--- src/rtl/shift_op_sequencer_pkg.sv ---
// ============================================================================
// Module   : shift_op_pkg
// Brief    : Opcodes, FSM states and effective-count helper for the sequencer.
// Revision : 1.0
// ============================================================================
`default_nettype none

package shift_op_pkg;

    typedef logic [2:0] op_t;

    localparam op_t OP_HOLD  = 3'b000;
    localparam op_t OP_SHR   = 3'b001;
    localparam op_t OP_SHL   = 3'b010;
    localparam op_t OP_ROR   = 3'b011;
    localparam op_t OP_ROL   = 3'b100;
    localparam op_t OP_LOAD  = 3'b101;
    localparam op_t OP_CLEAR = 3'b110;
    localparam op_t OP_CMPL  = 3'b111;

    typedef enum logic [1:0] {
        ST_IDLE   = 2'd0,
        ST_RUN    = 2'd1,
        ST_SETTLE = 2'd2
    } state_t;

    // LOAD and CLEAR are idempotent, so a single cycle is all they ever need.
    function automatic int unsigned eff_count(input op_t op, input int unsigned count);
        if (op == OP_LOAD || op == OP_CLEAR) begin
            return 32'd1;
        end
        return count;
    endfunction

endpackage

`default_nettype wire

--- src/rtl/shift_op_sequencer_if.sv ---
// ============================================================================
// Module   : shift_op_sequencer_if
// Brief    : Command handshake plus shift-register control/observe bundle.
// Revision : 1.0
// ============================================================================
`default_nettype none

interface shift_op_sequencer_if
    import shift_op_pkg::*;
#(
    parameter int WIDTH = 10,
    parameter int CNT_W = 4
);
    logic             cmd_valid;
    logic             cmd_ready;
    op_t              cmd_op;
    logic [CNT_W-1:0] cmd_count;
    logic [WIDTH-1:0] cmd_data;
    op_t              sel;
    logic [WIDTH-1:0] load_data;
    logic [WIDTH-1:0] reg_q;
    logic [WIDTH-1:0] result;
    logic             done;
    logic             busy;

    modport master (
        output cmd_valid, cmd_op, cmd_count, cmd_data, reg_q,
        input  cmd_ready, sel, load_data, result, done, busy
    );

    modport slave (
        input  cmd_valid, cmd_op, cmd_count, cmd_data, reg_q,
        output cmd_ready, sel, load_data, result, done, busy
    );
endinterface

`default_nettype wire

--- src/rtl/shift_op_sequencer_cmd_fifo.sv ---
// ============================================================================
// Module   : shift_cmd_fifo
// Brief    : Synchronous first-word-fall-through FIFO with registered flags.
// Revision : 1.0
// ============================================================================
`default_nettype none

module shift_cmd_fifo #(
    parameter int DATA_W = 17,
    parameter int DEPTH  = 4
) (
    input  wire logic              clk,
    input  wire logic              rst,
    input  wire logic              flush,
    input  wire logic              push,
    input  wire logic              pop,
    input  wire logic [DATA_W-1:0] wdata,
    output logic      [DATA_W-1:0] rdata,
    output logic                   full,
    output logic                   empty
);
    localparam int               c_AW      = $clog2(DEPTH);
    localparam logic [c_AW:0]    c_DEPTH   = (c_AW+1)'(DEPTH);
    localparam logic [c_AW:0]    c_CNT_ONE = (c_AW+1)'(1);
    localparam logic [c_AW-1:0]  c_PTR_ONE = c_AW'(1);

    logic [DATA_W-1:0] r_mem [DEPTH];
    logic [c_AW-1:0]   r_wr_ptr;
    logic [c_AW-1:0]   r_rd_ptr;
    logic [c_AW:0]     r_count;
    logic              r_full;
    logic              r_empty;
    logic              w_do_push;
    logic              w_do_pop;
    logic [c_AW:0]     w_count_nxt;

    assign w_do_push = push && !r_full;
    assign w_do_pop  = pop && !r_empty;

    always_comb begin
        w_count_nxt = r_count;
        if (w_do_push && !w_do_pop) begin
            w_count_nxt = r_count + c_CNT_ONE;
        end else if (!w_do_push && w_do_pop) begin
            w_count_nxt = r_count - c_CNT_ONE;
        end
    end

    always_ff @(posedge clk or posedge rst) begin
        if (rst) begin
            r_wr_ptr <= '0;
            r_rd_ptr <= '0;
            r_count  <= '0;
            r_full   <= 1'b0;
            r_empty  <= 1'b1;
        end else if (flush) begin
            r_wr_ptr <= '0;
            r_rd_ptr <= '0;
            r_count  <= '0;
            r_full   <= 1'b0;
            r_empty  <= 1'b1;
        end else begin
            if (w_do_push) begin
                r_wr_ptr <= r_wr_ptr + c_PTR_ONE;
            end
            if (w_do_pop) begin
                r_rd_ptr <= r_rd_ptr + c_PTR_ONE;
            end
            r_count <= w_count_nxt;
            r_full  <= (w_count_nxt == c_DEPTH);
            r_empty <= (w_count_nxt == '0);
        end
    end

    // Storage needs no reset: the flags guard every read.
    always_ff @(posedge clk) begin
        if (w_do_push && !flush) begin
            r_mem[r_wr_ptr] <= wdata;
        end
    end

    assign rdata = r_mem[r_rd_ptr];
    assign full  = r_full;
    assign empty = r_empty;

endmodule

`default_nettype wire

--- src/rtl/shift_op_sequencer.sv ---
// ============================================================================
// Module   : shift_op_sequencer
// Brief    : Queues shift-register commands and drives the op select for
//            exactly the commanded cycle count, then captures the result.
//            Optional SHIFT_SEQ_ABORT_EN adds an abort input.
// Revision : 1.0
// ============================================================================
`default_nettype none

module shift_op_sequencer
    import shift_op_pkg::*;
#(
    parameter int WIDTH      = 10,
    parameter int CNT_W      = 4,
    parameter int FIFO_DEPTH = 4
) (
    input  wire logic            clk,
    input  wire logic            rst,
`ifdef SHIFT_SEQ_ABORT_EN
    input  wire logic            abort,
`endif
    shift_op_sequencer_if.slave  bus
);
    localparam int               c_PKT_W   = 3 + CNT_W + WIDTH;
    localparam logic [CNT_W-1:0] c_CNT_ONE = CNT_W'(1);

    logic               w_abort;
    logic               w_full;
    logic               w_empty;
    logic               w_push;
    logic               w_pop;
    logic [c_PKT_W-1:0] w_wdata;
    logic [c_PKT_W-1:0] w_rdata;
    op_t                w_rd_op;
    logic [CNT_W-1:0]   w_rd_count;
    logic [WIDTH-1:0]   w_rd_data;
    logic [CNT_W-1:0]   w_eff;

    state_t             r_state;
    logic [CNT_W-1:0]   r_cnt;
    op_t                r_sel;
    logic [WIDTH-1:0]   r_load;
    logic [WIDTH-1:0]   r_result;
    logic               r_done;

`ifdef SHIFT_SEQ_ABORT_EN
    assign w_abort = abort;
`else
    assign w_abort = 1'b0;
`endif

    assign w_push  = bus.cmd_valid && !w_full && !w_abort;
    assign w_pop   = (r_state == ST_IDLE) && !w_empty && !w_abort;
    assign w_wdata = {bus.cmd_op, bus.cmd_count, bus.cmd_data};

    shift_cmd_fifo #(
        .DATA_W (c_PKT_W),
        .DEPTH  (FIFO_DEPTH)
    ) u_fifo (
        .clk   (clk),
        .rst   (rst),
        .flush (w_abort),
        .push  (w_push),
        .pop   (w_pop),
        .wdata (w_wdata),
        .rdata (w_rdata),
        .full  (w_full),
        .empty (w_empty)
    );

    assign w_rd_op    = w_rdata[c_PKT_W-1 -: 3];
    assign w_rd_count = w_rdata[WIDTH +: CNT_W];
    assign w_rd_data  = w_rdata[WIDTH-1:0];
    assign w_eff      = CNT_W'(eff_count(w_rd_op, 32'(w_rd_count)));

    always_ff @(posedge clk or posedge rst) begin
        if (rst) begin
            r_state  <= ST_IDLE;
            r_cnt    <= '0;
            r_sel    <= OP_HOLD;
            r_load   <= '0;
            r_result <= '0;
            r_done   <= 1'b0;
        end else if (w_abort) begin
            r_state <= ST_IDLE;
            r_sel   <= OP_HOLD;
            r_load  <= '0;
            r_done  <= 1'b0;
        end else begin
            r_done <= 1'b0;
            case (r_state)
                ST_IDLE: begin
                    if (!w_empty) begin
                        r_cnt <= w_eff;
                        if (w_eff == '0) begin
                            r_state <= ST_SETTLE;
                            r_sel   <= OP_HOLD;
                        end else begin
                            r_state <= ST_RUN;
                            r_sel   <= w_rd_op;
                            r_load  <= w_rd_data;
                        end
                    end
                end
                ST_RUN: begin
                    if (r_cnt == c_CNT_ONE) begin
                        r_state <= ST_SETTLE;
                        r_sel   <= OP_HOLD;
                        r_load  <= '0;
                    end else begin
                        r_cnt <= r_cnt - c_CNT_ONE;
                    end
                end
                ST_SETTLE: begin
                    // Register has been held for one cycle, so reg_q is final.
                    r_result <= bus.reg_q;
                    r_done   <= 1'b1;
                    r_state  <= ST_IDLE;
                end
                default: begin
                    r_state <= ST_IDLE;
                    r_sel   <= OP_HOLD;
                end
            endcase
        end
    end

    assign bus.cmd_ready = !w_full && !w_abort;
    assign bus.sel       = r_sel;
    assign bus.load_data = r_load;
    assign bus.result    = r_result;
    assign bus.done      = r_done;
    assign bus.busy      = (r_state != ST_IDLE) || !w_empty;

endmodule

`default_nettype wire

--- src/flat_wrapper.sv ---
// flat-port wrapper written by rule: the top's interface ports become plain ports
module shift_op_sequencer_flat import shift_op_pkg::*;
#(
    parameter int WIDTH      = 10,
    parameter int CNT_W      = 4,
    parameter int FIFO_DEPTH = 4
)
  (clk, rst, bus_cmd_valid, bus_cmd_op, bus_cmd_count, bus_cmd_data, bus_reg_q, bus_cmd_ready, bus_sel, bus_load_data, bus_result, bus_done, bus_busy);
  shift_op_sequencer_if #(.WIDTH(WIDTH), .CNT_W(CNT_W)) bus_i ();
  input  wire logic clk;
  input  wire logic rst;
  input wire logic [$bits(bus_i.cmd_valid)-1:0] bus_cmd_valid;
  input wire logic [$bits(bus_i.cmd_op)-1:0] bus_cmd_op;
  input wire logic [$bits(bus_i.cmd_count)-1:0] bus_cmd_count;
  input wire logic [$bits(bus_i.cmd_data)-1:0] bus_cmd_data;
  input wire logic [$bits(bus_i.reg_q)-1:0] bus_reg_q;
  output wire logic [$bits(bus_i.cmd_ready)-1:0] bus_cmd_ready;
  output wire logic [$bits(bus_i.sel)-1:0] bus_sel;
  output wire logic [$bits(bus_i.load_data)-1:0] bus_load_data;
  output wire logic [$bits(bus_i.result)-1:0] bus_result;
  output wire logic [$bits(bus_i.done)-1:0] bus_done;
  output wire logic [$bits(bus_i.busy)-1:0] bus_busy;
  assign bus_i.cmd_valid = bus_cmd_valid;
  assign bus_i.cmd_op = bus_cmd_op;
  assign bus_i.cmd_count = bus_cmd_count;
  assign bus_i.cmd_data = bus_cmd_data;
  assign bus_i.reg_q = bus_reg_q;
  assign bus_cmd_ready = bus_i.cmd_ready;
  assign bus_sel = bus_i.sel;
  assign bus_load_data = bus_i.load_data;
  assign bus_result = bus_i.result;
  assign bus_done = bus_i.done;
  assign bus_busy = bus_i.busy;
  shift_op_sequencer #(.WIDTH(WIDTH), .CNT_W(CNT_W), .FIFO_DEPTH(FIFO_DEPTH)) u_core (.clk(clk), .rst(rst), .bus(bus_i));
endmodule
--- config.mk ---
export PLATFORM = sky130hd
export DESIGN_NAME = shift_op_sequencer_flat
export DESIGN_NICKNAME = d
export VERILOG_FILES = /design/src/rtl/shift_op_sequencer_pkg.sv /design/src/rtl/shift_op_sequencer_if.sv /design/src/rtl/shift_op_sequencer_cmd_fifo.sv /design/src/rtl/shift_op_sequencer.sv /design/src/flat_wrapper.sv
export SDC_FILE = /design/constraint.sdc
export NUM_CORES = 1
export LEC_CHECK = 0
export ABC_AREA = 1
export CAP_MARGIN = 5
export CORE_ASPECT_RATIO = 0.9
export CORE_MARGIN = 3
export CORE_UTILIZATION = 38
export CTS_CLUSTER_DIAMETER = 200
export DETAILED_ROUTE_END_ITERATION = 10
export PLACE_DENSITY = 0.59
export SLEW_MARGIN = 5
export SYNTH_ARGS = -nofsm -noshare
export SYNTH_HDL_FRONTEND = slang
export SYNTH_HIERARCHICAL = 1
export SYNTH_SLANG_ARGS = --single-unit
--- constraint.sdc ---
create_clock -name clk -period 4.25 [get_ports clk]
set_input_delay 0.6375 -clock clk [delete_from_list [all_inputs] [get_ports clk]]
set_output_delay 0.6375 -clock clk [all_outputs]
set_load 0.005 [all_outputs]
# Word level (Yosys, flattened, before mapping)
# Memories as Yosys holds them, arrays and structs flattened.
# Index checks and enable logic that the tools add are counted.
[totals]
in_bits = 30
output_inout_bits = 26
wordCells = 72
regBits = 39
mem_bits_rw = 68
memories = 1
[memory_table]
columns = ["name", "depth", "width", "read_ports", "rd_ports_with_merged_regs", "write_ports", "line", "source"]
rows = [
  ["u_core.u_fifo.r_mem", 4, 17, 1, 0, 1, "shift_op_sequencer_cmd_fifo.sv:27", "logic [DATA_W-1:0] r_mem [DEPTH];"],
]
[op_classes]
bitwise = 1
n_eq_ne = 10
n_reduce_logical = 21
muxes = 23
addsub = 5
[op_table]
columns = ["cell", "n"]
rows = [
  ["$mux 10", 3],
  ["$pmux 10 s2", 1],
  ["$mux 3", 5],
  ["$mux 4", 3],
  ["$eq 3x3->1 const B", 3],
  ["$pmux 3 s3", 1],
  ["$pmux 4 s2", 1],
  ["$logic_and 1x1->1", 6],
  ["$mux 2", 3],
  ["$ne 2x2->1 const B", 3],
  ["$reduce_and 3->1", 2],
  ["$mux 1", 5],
  ["$add 2x1->2 const B", 2],
  ["$eq 4x1->1 const B", 1],
  ["$logic_not 1->1", 4],
  ["$logic_not 4->1", 1],
  ["$pmux 2 s2", 1],
  ["$reduce_and 4->1", 1],
  ["$reduce_bool 2->1", 2],
  ["$sub 4x1->4 const B", 1],
  ["$add 3x1->3 const B", 1],
  ["$logic_not 3->1", 1],
  ["$sub 3x1->3 const B", 1],
  ["$eq 2x1->1 const B", 1],
  ["other kinds (6)", 7],
]

# Logic depth before layout (Yosys ltp)
# Gate-level depths: netlist of run 1.
# An unclocked memory read counts as a cell.
[depth]
word_depth = 9
mapped_depth = 12
depth_no_buf = 12

# By module
# The synthesis of run 1 kept the hierarchy.
[by_module_without_submodules]
columns = ["mod", "instances", "cells_per_inst", "area_each_um2"]
rows = [
  ["shift_cmd_fifo", 1, 242, 3103.0],
  ["shift_op_sequencer", 1, 176, 1450.1],
]

# Worst setup path before layout of run 1
# OpenSTA, ideal clock, no wires.
[synth_timing]
kind = "in2reg"
startpoint = "input port bus_cmd_valid"
endpoint = "memory u_core.u_fifo.r_mem[0][0], enable pin"
t_required_ns = 3.859
setup_time_ns = 0.391
cell_stages = 6
path_buffers = 0
slack_ns = 1.998
arrival_time_ns = 1.862
cell_sequence = "inv_1 > nor2_1 > inv_1 > nor2_4 > nand2_1 > nor2_1"
[synth_via]
elab_chain_cells = 4
[synth_rtl]
columns = ["item", "line", "source"]
rows = [
  ["start, declared", "flat_wrapper.sv:12", "input wire logic [$bits(bus_i.cmd_valid)-1:0] bus_cmd_valid;"],
  ["$logic_and 1x1->1", "shift_op_sequencer.sv:52", "assign w_push = bus.cmd_valid && !w_full && !w_abort;"],
  ["via u_core.w_push", "shift_op_sequencer.sv:30", "logic w_push;"],
  ["$logic_and 1x1->1", "shift_op_sequencer_cmd_fifo.sv:37", "assign w_do_push = push && !r_full;"],
  ["$mux 1", "shift_op_sequencer_cmd_fifo.sv:77", "if (w_do_push && !flush) begin"],
  ["$mux 1 (not written as such)", "shift_op_sequencer_cmd_fifo.sv:78", "r_mem[r_wr_ptr] <= wdata;"],
  ["end, declared", "shift_op_sequencer_cmd_fifo.sv:27", ""],
]
# The timed path passes the listed nets, and every way through them passes these cells.

# Final worst setup path of run 1
[layout_timing]
startpoint = "register u_core.u_fifo.r_rd_ptr[0]"
endpoint = "register u_core.r_sel[1] (netlist: u_core/bus.sel[1])"
[layout_via]
elab_chain_cells = 9
[layout_rtl]
columns = ["item", "line", "source"]
rows = [
  ["start, declared", "shift_op_sequencer_cmd_fifo.sv:29", "logic [c_AW-1:0] r_rd_ptr;"],
  ["start signal, assigned", "shift_op_sequencer_cmd_fifo.sv:67", "r_rd_ptr <= r_rd_ptr + c_PTR_ONE;"],
  ["$mem_v2 4x17 (*)", "n/a", ""],
  ["via u_core.w_rdata[14]", "shift_op_sequencer.sv:33", "logic [c_PKT_W-1:0] w_rdata;"],
  ["$eq 3x3->1", "shift_op_sequencer_pkg.sv:29", "if (op == OP_LOAD || op == OP_CLEAR) begin"],
  ["$logic_or 1x1->1 (*)", "shift_op_sequencer_pkg.sv:29", ""],
  ["$mux 1", "shift_op_sequencer_pkg.sv:29", ""],
  ["$mux 4 (*)", "shift_op_sequencer_pkg.sv:32", "return count;"],
  ["$logic_not 4->1 (*)", "shift_op_sequencer.sv:95", "if (w_eff == '0) begin"],
  ["$mux 3 (*)", "shift_op_sequencer.sv:95", ""],
  ["$mux 3 (*)", "shift_op_sequencer.sv:93", "if (!w_empty) begin"],
  ["$pmux 3 s3 (*)", "shift_op_sequencer.sv:91", "case (r_state)"],
  ["end signal, assigned", "shift_op_sequencer.sv:100", "r_sel <= w_rd_op;"],
  ["end, declared", "shift_op_sequencer.sv:41", "op_t r_sel;"],
]
# Mark *: on every way through the listed nets, which the timed path passes. The rest lies on a longest branch. The select of a mux whose other input is x is not followed.
# A chain may end at the register's enable or synchronous reset.

==> results of run 1 <==
==> cells in the final DEF (no fill, tap or decap) <==
master / instances
sky130_fd_sc_hd__clkinv_2: 2
sky130_fd_sc_hd__nor2_4: 3
sky130_fd_sc_hd__nand4_1: 4
sky130_fd_sc_hd__nand3_2: 3
sky130_fd_sc_hd__edfxtp_1: 68
sky130_fd_sc_hd__o211ai_1: 1
sky130_fd_sc_hd__clkinv_1: 1
sky130_fd_sc_hd__nand2_2: 6
sky130_fd_sc_hd__nand2_4: 4
sky130_fd_sc_hd__nor2_1: 47
sky130_fd_sc_hd__o21ai_0: 38
sky130_fd_sc_hd__buf_4: 6
sky130_fd_sc_hd__clkinvlp_4: 1
sky130_fd_sc_hd__bufinv_16: 1
sky130_fd_sc_hd__nand4_4: 1
sky130_fd_sc_hd__inv_8: 2
sky130_fd_sc_hd__clkdlybuf4s50_1: 55
sky130_fd_sc_hd__clkinv_8: 1
sky130_fd_sc_hd__xnor2_1: 1
sky130_fd_sc_hd__nand3_1: 22
sky130_fd_sc_hd__nand2_1: 89
sky130_fd_sc_hd__clkbuf_16: 9
sky130_fd_sc_hd__o22ai_1: 17
sky130_fd_sc_hd__nor2_2: 4
sky130_fd_sc_hd__inv_1: 38
sky130_fd_sc_hd__conb_1: 4
sky130_fd_sc_hd__nand3b_1: 1
sky130_fd_sc_hd__a21oi_1: 3
sky130_fd_sc_hd__inv_2: 3
sky130_fd_sc_hd__dfrtp_1: 38
sky130_fd_sc_hd__o21ai_1: 4
sky130_fd_sc_hd__ha_1: 8
sky130_fd_sc_hd__nand2_8: 1
sky130_fd_sc_hd__dfstp_2: 1
==> flip-flops by register name, summed over array words and instances, names as in the netlist, 2 cells and up <==
signal / count
u_core/bus.load_data: 10
u_core/bus.result: 10
u_core/bus.sel: 3
u_core/r_cnt: 4
u_core/r_state: 2
u_core/u_fifo/r_count: 3
u_core/u_fifo/r_mem: 68
u_core/u_fifo/r_rd_ptr: 2
u_core/u_fifo/r_wr_ptr: 2
==> kinds of logic (layout without fill, tap and decap cells) <==
family / after synthesis / after routing / share of synthesized area [%]
AOI/OAI and AO/OA: 63 / 63 / 7.45
xor gates and xnor gates: 1 / 1 / 0.192
adders and majority gates: 8 / 8 / 2.20
buffers and inverters: 53 / 119 / 4.75
DFF: 107 / 107 / 66.3
other: 1 / 4 / 0.0824
and+or+nand+nor: 185 / 185 / 19.0
==> power by group <==
part           total, µW  internal [µW]  switching [µW]  leakage, µW
registers           1390           1290             106      0.00112
clock network        859            468             390     0.000152
logic                985            437             548      0.00104
total               3240           2190            1040      0.00231
==> layout make-up <==
cell class	instances	area, µm²
clock buffer	9	225
timing repair buffer	61	596
inverter	42	158
fill	1051	5970
clock inverter	7	86.3
sequential	107	3020
multi-input combinational	261	1330
tap	156	195
==> worst max-delay path, cell delays in order, from the launching register on <==
cell,delay (ps)
sky130_fd_sc_hd__dfrtp_1,360
sky130_fd_sc_hd__buf_4,230
sky130_fd_sc_hd__inv_2,450
sky130_fd_sc_hd__o21ai_0,180
sky130_fd_sc_hd__o22ai_1,270
sky130_fd_sc_hd__inv_1,70
sky130_fd_sc_hd__nand2_1,70
sky130_fd_sc_hd__nand3_1,230
sky130_fd_sc_hd__nand3_2,250
sky130_fd_sc_hd__nand2_1,130
sky130_fd_sc_hd__o21ai_0,190
==> per-stage QoR <==
stage	utilization (%)	hold slack, ps	instances	worst slack [ps]
floorplan	-	449	421	2000
global placement	45.8	460	627	1820
detailed placement	45.8	465	627	1710
CTS	48.5	483	643	1690
global route	48.5	500	643	1370
finish	48.5	476	643	1700
==> routing by layer <==
| metal | GRT usage (%) | wire length (µm) | part of all wire (%) | up-vias |
|---|---|---|---|---|
| met2 | 24.1 | 4340 | 47 | 57 |
| li1 | - | - | - | 1527 |
| met5 | 0 | 0 | 0 | - |
| met3 | 4.42 | 539 | 5.8 | 6 |
| met1 | 19.5 | 4270 | 46 | 1450 |
| met4 | 3.52 | 70 | 0.76 | 0 |
==> final timing paths <==
check	endpoint	slack, ps	depth (start not counted)
min	u_core/bus.load_data[6]	480	2
max	u_core/bus.sel[1]	1700	10
min reg2reg	u_core/bus.load_data[6]	480	2
max in group asynchronous	u_core/bus.load_data[1]	3280	3
max reg2reg	u_core/bus.sel[1]	1700	10
min in group asynchronous	u_core/u_fifo/r_count[2]	580	2
==> results by stage, run 1 <==
Run status:
- The run finished with clean final reports.

Drt:
- The ratio of routed vias to standard cells is 4.73.
- The final layout contains routed wiring with a total length of 9.22 mm.
- The length of the first detailed-routing pass in iterations is 4.
- The number of nets still failing antenna checks after routing is 0.
- After detailed routing, the number of remaining DRC violations is 0.
- For this block, the initial DRC count from the detailed router was 175.
- The number of vias in the routed layout is 3,040.
- Dividing the detail-routed wire length by the instance count gives 14.3 µm.

Floorplan:
- The die outline area is 13,300 µm².
- The die is 121 µm wide.
- The total area inside the core boundary comes to 11,600 µm².
- For this design the top-level I/O count stands at 56.
- From bottom edge to top edge, the die measures 110 µm.
- The number of rows in the core area is 37.
- Once the floorplan was initialized, standard cells occupied 39.3% of the core.

Synthesis:
- By area the synthesized netlist is led by sky130_fd_sc_hd__edfxtp_1 45%, sky130_fd_sc_hd__dfrtp_1 21%, sky130_fd_sc_hd__nand2_1 7.3%.
- In the synthesized netlist, the cells that appear most often are 89 x sky130_fd_sc_hd__nand2_1, 68 x sky130_fd_sc_hd__edfxtp_1, 47 x sky130_fd_sc_hd__nor2_1.
- The count of synthesis-stage warnings from yosys is 6.
- Counting flops with an async set or reset pin after synthesis yields a share of 36.4%.
- The share of the synthesized area in the top cell type is 44.8%.
- The synthesized design spends more area on one cell type than any other, namely sky130_fd_sc_hd__edfxtp_1.
- The most frequently used flop master after synthesis is sky130_fd_sc_hd__edfxtp_1.
- The number of different library cells in the post-synthesis netlist is 30.
- The synthesized design contains 107 register bits.
- The number of cells produced by synthesis is 418.
- After synthesis, flip-flops and latches occupy 66.3% of the total area.
- The synthesized cell area is 4550 µm².
- Counting flops with a built-in enable in the synthesized netlist gives 68.
- A synthesized cell averages 10.9 µm².
- The dominant cell by count in the synthesized netlist is sky130_fd_sc_hd__nand2_1.

Setup path:
- The peak fanout along the critical path is 36.
- The startpoint of the worst register-to-register path is u_core/u_fifo/r_rd_ptr[0].
- Tracing the worst setup path back leads to its startpoint at u_core/u_fifo/r_rd_ptr[0].
- The class of the most critical setup path is reg2reg.
- At the worst endpoint, the arrival time is 2810 ps.
- STA classifies the critical path startpoint as a flop.
- The required time of the worst setup path is 4510 ps.
- STA classifies the critical path endpoint as a flop.

Global routing:
- The total overflow left after global routing is 0.
- The initial antenna violation count was 0.
- The first global-routing pass estimated 15.3 mm of wire.
- In the global route stage, overall resource usage came out at 14.7%.
- The largest net degree at the start of global routing is 37.
- The via count of the first global-routing pass was 3,035.

Place:
- In this run the tool buffered the top-level ports with 55 buffer cells.
- The global placement routability congestion is 0.768.
- Summing all placed instances gives a cell area of 5300 µm².
- The detailed-placement wirelength estimate is 6.21 mm.

Clock network:
- The number of clock buffers added by TritonCTS is 9.
- Clock-pin slew was measured on the worst setup and hold paths at 70 ps.
- The count of hold buffers inserted by post-cts repair is 0.
- Once the clock tree was built, the setup fixing pass inserted 0 buffers.
- The number of instances resized during post-cts repair is 0.
- The clock latency on the worst-skew pair is 350 ps.
- The clock tree from TritonCTS is yes.
- The root buffer cell chosen for the clock tree is sky130_fd_sc_hd__clkbuf_16.
- The maximum buffer depth of the clock tree is 2.
- The level count of the clock H-tree is 3.
- Clock tree synthesis found a total of 107 sinks.

Power:
- VDD sags by at most 0.000225 V.
- The total power is 3240 µW.
- The analysis attributes to cell leakage a power of 0.00231 µW.
- In this run the power density over the cells is 577 nW/µm².

Worst hold path:
- The worst hold path begins at u_core/bus.load_data[6].
- The type of the worst min-delay path is reg2reg.

STA:
- The worst pin sits at a relative slew slack of 58.9%.
- The post-route clock period utilization is 60.1%.
- The clock period minus worst slack is 2550 ps.
- For this run, the top clock speed supported by timing is 392 MHz.
- The number of slew-limit violations in the final report was 0.
- Setup repair after global routing left no endpoint under its margin.
- The number of hold violations in the final report came to 0.
- For the pin with the worst max-slew slack, the measured transition is 616 ps.
- The largest clock skew in the final design is 10.4 ps.
- The aggregate negative setup slack is 0 ps.
- Setup violations remaining at the end of the flow were counted as 0.

Job:
- The count of maximum capacitance violations is 0.

Finish:
- The ratio of cells with drive above 1 in the final layout is 9.86%.
- The number of diodes is 0.
- The final instance area is 5610 µm².
- The final layout contains 520 nets.
- The layout overhead on the synthesized area is 23.2%.
No activity file was read; power rests on OpenSTA's default activity.
==> run 2: changes to the inputs <==
--- a/config.mk
+++ b/config.mk
@@ -12,7 +12,7 @@
 export CORE_UTILIZATION = 38
 export CTS_CLUSTER_DIAMETER = 200
 export DETAILED_ROUTE_END_ITERATION = 10
-export PLACE_DENSITY = 0.59
+export PLACE_DENSITY = 0.61
 export SLEW_MARGIN = 5
 export SYNTH_ARGS = -nofsm -noshare
 export SYNTH_HDL_FRONTEND = slang
==> constraint.sdc (replaced) <==
create_clock -name clk -period 2.1 [get_ports clk]
set_input_delay 0.315 -clock clk [delete_from_list [all_inputs] [get_ports clk]]
set_output_delay 0.315 -clock clk [all_outputs]
set_load 0.005 [all_outputs]
==> run 2 against run 1 <==
  * Worst setup slack lost 1500 ps
  * Die area is the same
  * Sequential power grew 100%
  * Sequential cell count is the same
  * Power grew 100%
  * Clock skew grew 0.59 ps
  * Clock-buffer cell count is the same
  * Utilization grew 1.2 points
  * Cell area grew 2.4%
  * Worst hold slack lost 220 ps
  * Via count grew 2.0%
  * Largest power group unchanged
==> results by stage, run 2 (same netlist as run 1, synthesis figures left out) <==
Clock network:
- The total clock sinks came to 107 (unchanged).
- The maximum buffer depth of the clock tree is 2 (unchanged).
- The number of instances resized during post-cts repair is 0 (unchanged).
- The clock root buffer master is sky130_fd_sc_hd__clkbuf_16.
- The level count of the clock H-tree is 3 (unchanged).
- The post-CTS clock slew at the launch and capture registers of the worst setup and hold paths was 80 ps (about the same).
- The CTS buffer count is 9 (unchanged).
- TritonCTS built the clock tree.
- The clock latency on the worst-skew pair is 360 ps (about the same).
- The number of setup buffers added after CTS was 0 (unchanged).
- The count of hold buffers inserted by post-cts repair was 0 (unchanged).

Setup path:
- The peak fanout along the critical path is 6 (-83%).
- Tracing the worst setup path back leads to its startpoint at u_core/r_state[1].
- The number of cells on the worst reg-to-reg path is 10 (unchanged).
- STA classifies the critical path endpoint as an output port.
- The setup slack on the worst flop-to-flop path came to 200 ps (-1500 ps).
- The required time of the worst setup path is 1780 ps (-2730 ps).
- The class of the most critical setup path is reg2out.
- In this run the critical register-to-register path is captured at u_core/bus.load_data[6].
- The category of the worst setup path launch point is a flop.
- The signal arrival time at the worst endpoint is 1600 ps (-1210 ps).
- The startpoint of the worst register-to-register path is u_core/u_fifo/r_rd_ptr[0].

Global routing:
- The largest net degree at the start of global routing is 31 (-16%).
- The initial antenna violation count is 0 (unchanged).
- The total congestion overflow is 0 (unchanged).
- The overall fraction of global-route tracks in use is 14.6% (-0.15 points).
- The via count of the first global-routing pass is 2,910 (-4.1%).
- The global-route wire length before repair is 14.9 mm (-2.2%).

Finish:
- The number of diodes is 0 (unchanged).
- The ratio of cells with drive above 1 in the final layout is 11.5% (+1.7 points).
- The non-filler instance count after layout was 650 (+1.1%).
- The flip-flop count of the largest register after layout came to 68 (unchanged).
- The count of nets after finishing was 527 (+1.3%).
- u_core/u_fifo/r_mem holds more flip-flops than any other register.
- In the layout the commonest cells are 89 x sky130_fd_sc_hd__nand2_1, 68 x sky130_fd_sc_hd__edfxtp_1, 55 x sky130_fd_sc_hd__clkdlybuf4s50_1.
- Leaving out fill and tap cells, the most frequent cell in the layout is sky130_fd_sc_hd__nand2_1.
- The layout filler cell count was 1,024 (-2.6%).
- The layout overhead on the synthesized area is 26.2%.
- The final instance area was 5740 µm² (+2.4%).

STA:
- The number of hold violations in the final report is 0 (unchanged).
- The final count of negative-setup-slack endpoints is 0 (unchanged).
- The aggregate negative setup slack is 0 ps (unchanged).
- The clock period minus worst slack is 1910 ps.
- The achievable frequency is 523 MHz.
- Dividing the final minimum period by the clock period gives 91.0%.
- The largest clock skew in the final design is 11.0 ps (+0.589 ps).
- The number of slew-limit violations in the final report is 0 (unchanged).
- Setup repair after global routing left no endpoint under its margin.

Drt:
- The number of vias in the routed layout is 3,102 (+2.0%).
- The ratio of routed vias to standard cells came to 4.77 (+0.94%).
- The length of the first detailed-routing pass in iterations is 5 (+1).
- The number of nets still failing antenna checks after routing was 0 (unchanged).
- The sum of routed wire length over all layers is 9.11 mm (-1.2%).
- The violation count after the first detailed-routing iteration is 274 (+57%).
- The routed length per instance was 14.0 µm (-2.3%).
- The count of unresolved DRC violations after routing came to 0 (unchanged).

Worst hold path:
- The type of the worst min-delay path is in2async.

Floorplan:
- The top-level port count was 56 (unchanged).
- The number of rows in the core area is 37 (unchanged).
- The die span in y is 110 µm (unchanged).
- The effective utilization at floorplan was 39.3% (unchanged).
- The die outline area is 13,300 µm² (unchanged).
- The placeable core region was 11,600 µm² (unchanged).
- The width of the die is 121 µm (unchanged).

Power:
- The switching fraction of total power was 33.3% (+1.0 points).
- The power dissipated by switching net loads is 2210 µW (+110%).
- The cell area power density was 1150 nW/µm² (+100%).
- The leakage power is 0.00237 µW (+2.4%).
- The share of power burned in combinational logic is 30.6% (+0.2 points).
- The cell internal power dissipation is 4410 µW (+100%).
- The clock share of power is 26.6% (about the same).
- The share of total power in sequential cells is 42.8% (-0.2 points).
- The peak ir drop on the vdd network came to 0.000435 V (+93%).
- The total power is 6620 µW (+100%).

Place:
- The global placement routability congestion is 0.785 (+2.2%).
- The detailed-placement wirelength estimate was 6.52 mm (+5.0%).
- The placed standard-cell area was 5400 µm² (+1.9%).
- The total of buffers placed on input and output ports is 55 (unchanged).
- The cell count after placement is 634 (+1.1%).

Job:
- The count of maximum capacitance violations is 0 (unchanged).

Run status:
- The flow ran to the end, and the final reports show no timing, DRC or antenna violations.
run 2: worst max path at each step:
stage                                           end  cells after the start
after floorplan           u_core/u_fifo/r_mem[0][0]                      5
after global placement    u_core/u_fifo/r_mem[3][4]                      8
after detailed placement          u_core/bus.sel[1]                      9
after CTS                         u_core/bus.sel[2]                      9
after global routing              u_core/bus.sel[2]                      8
final                                      bus_busy                      3
run 2: power groups by stage:
stage / registers [µW] / clock network (µW) / logic (µW)
CTS: 2840 / 1810 / 2040
floorplan: 2850 / 0 / 1210
finish: 2830 / 1760 / 2030
detailed placement: 2880 / 0 / 2030
global placement: 2870 / 0 / 2000
global route: 2880 / 1900 / 2320
run 2: layer usage:
| metal | part of all wire (%) | track usage [%] | up-vias |
|---|---|---|---|
| met5 | 0 | 0 | - |
| met3 | 4.9 | 3.03 | 11 |
| met1 | 49 | 21.3 | 1459 |
| met2 | 44 | 21.4 | 83 |
| met4 | 1.8 | 5.76 | 0 |
| li1 | - | - | 1549 |
run 2: layout make-up:
class                      instances  area [µm²]  share of cell area [%]
sequential                       107        3020                    52.6
clock buffer                       9         225                    3.92
tap                              156         195                    3.40
clock inverter                     7         101                    1.76
multi-input combinational        261        1350                    23.5
timing repair buffer              68         698                    12.2
inverter                          42         158                    2.74
run 2: critical path, stage by stage, from the launching register on:
cell and delay, ps:
sky130_fd_sc_hd__dfrtp_1 460, sky130_fd_sc_hd__nor2_2 230, sky130_fd_sc_hd__nand2_4 110, sky130_fd_sc_hd__clkdlybuf4s50_1 460
run 2: metrics by stage:
| stage | setup WS (ps) | hold slack (ps) | util, % |
|---|---|---|---|
| final | 188 | 253 | 49.6 |
| after global routing | 2.24 | 308 | 49.6 |
| after CTS | 52.7 | 263 | 49.5 |
| after detailed placement | 112 | 464 | 46.6 |
| after global placement | 168 | 462 | 46.6 |
| after floorplan | 64.2 | 142 | - |
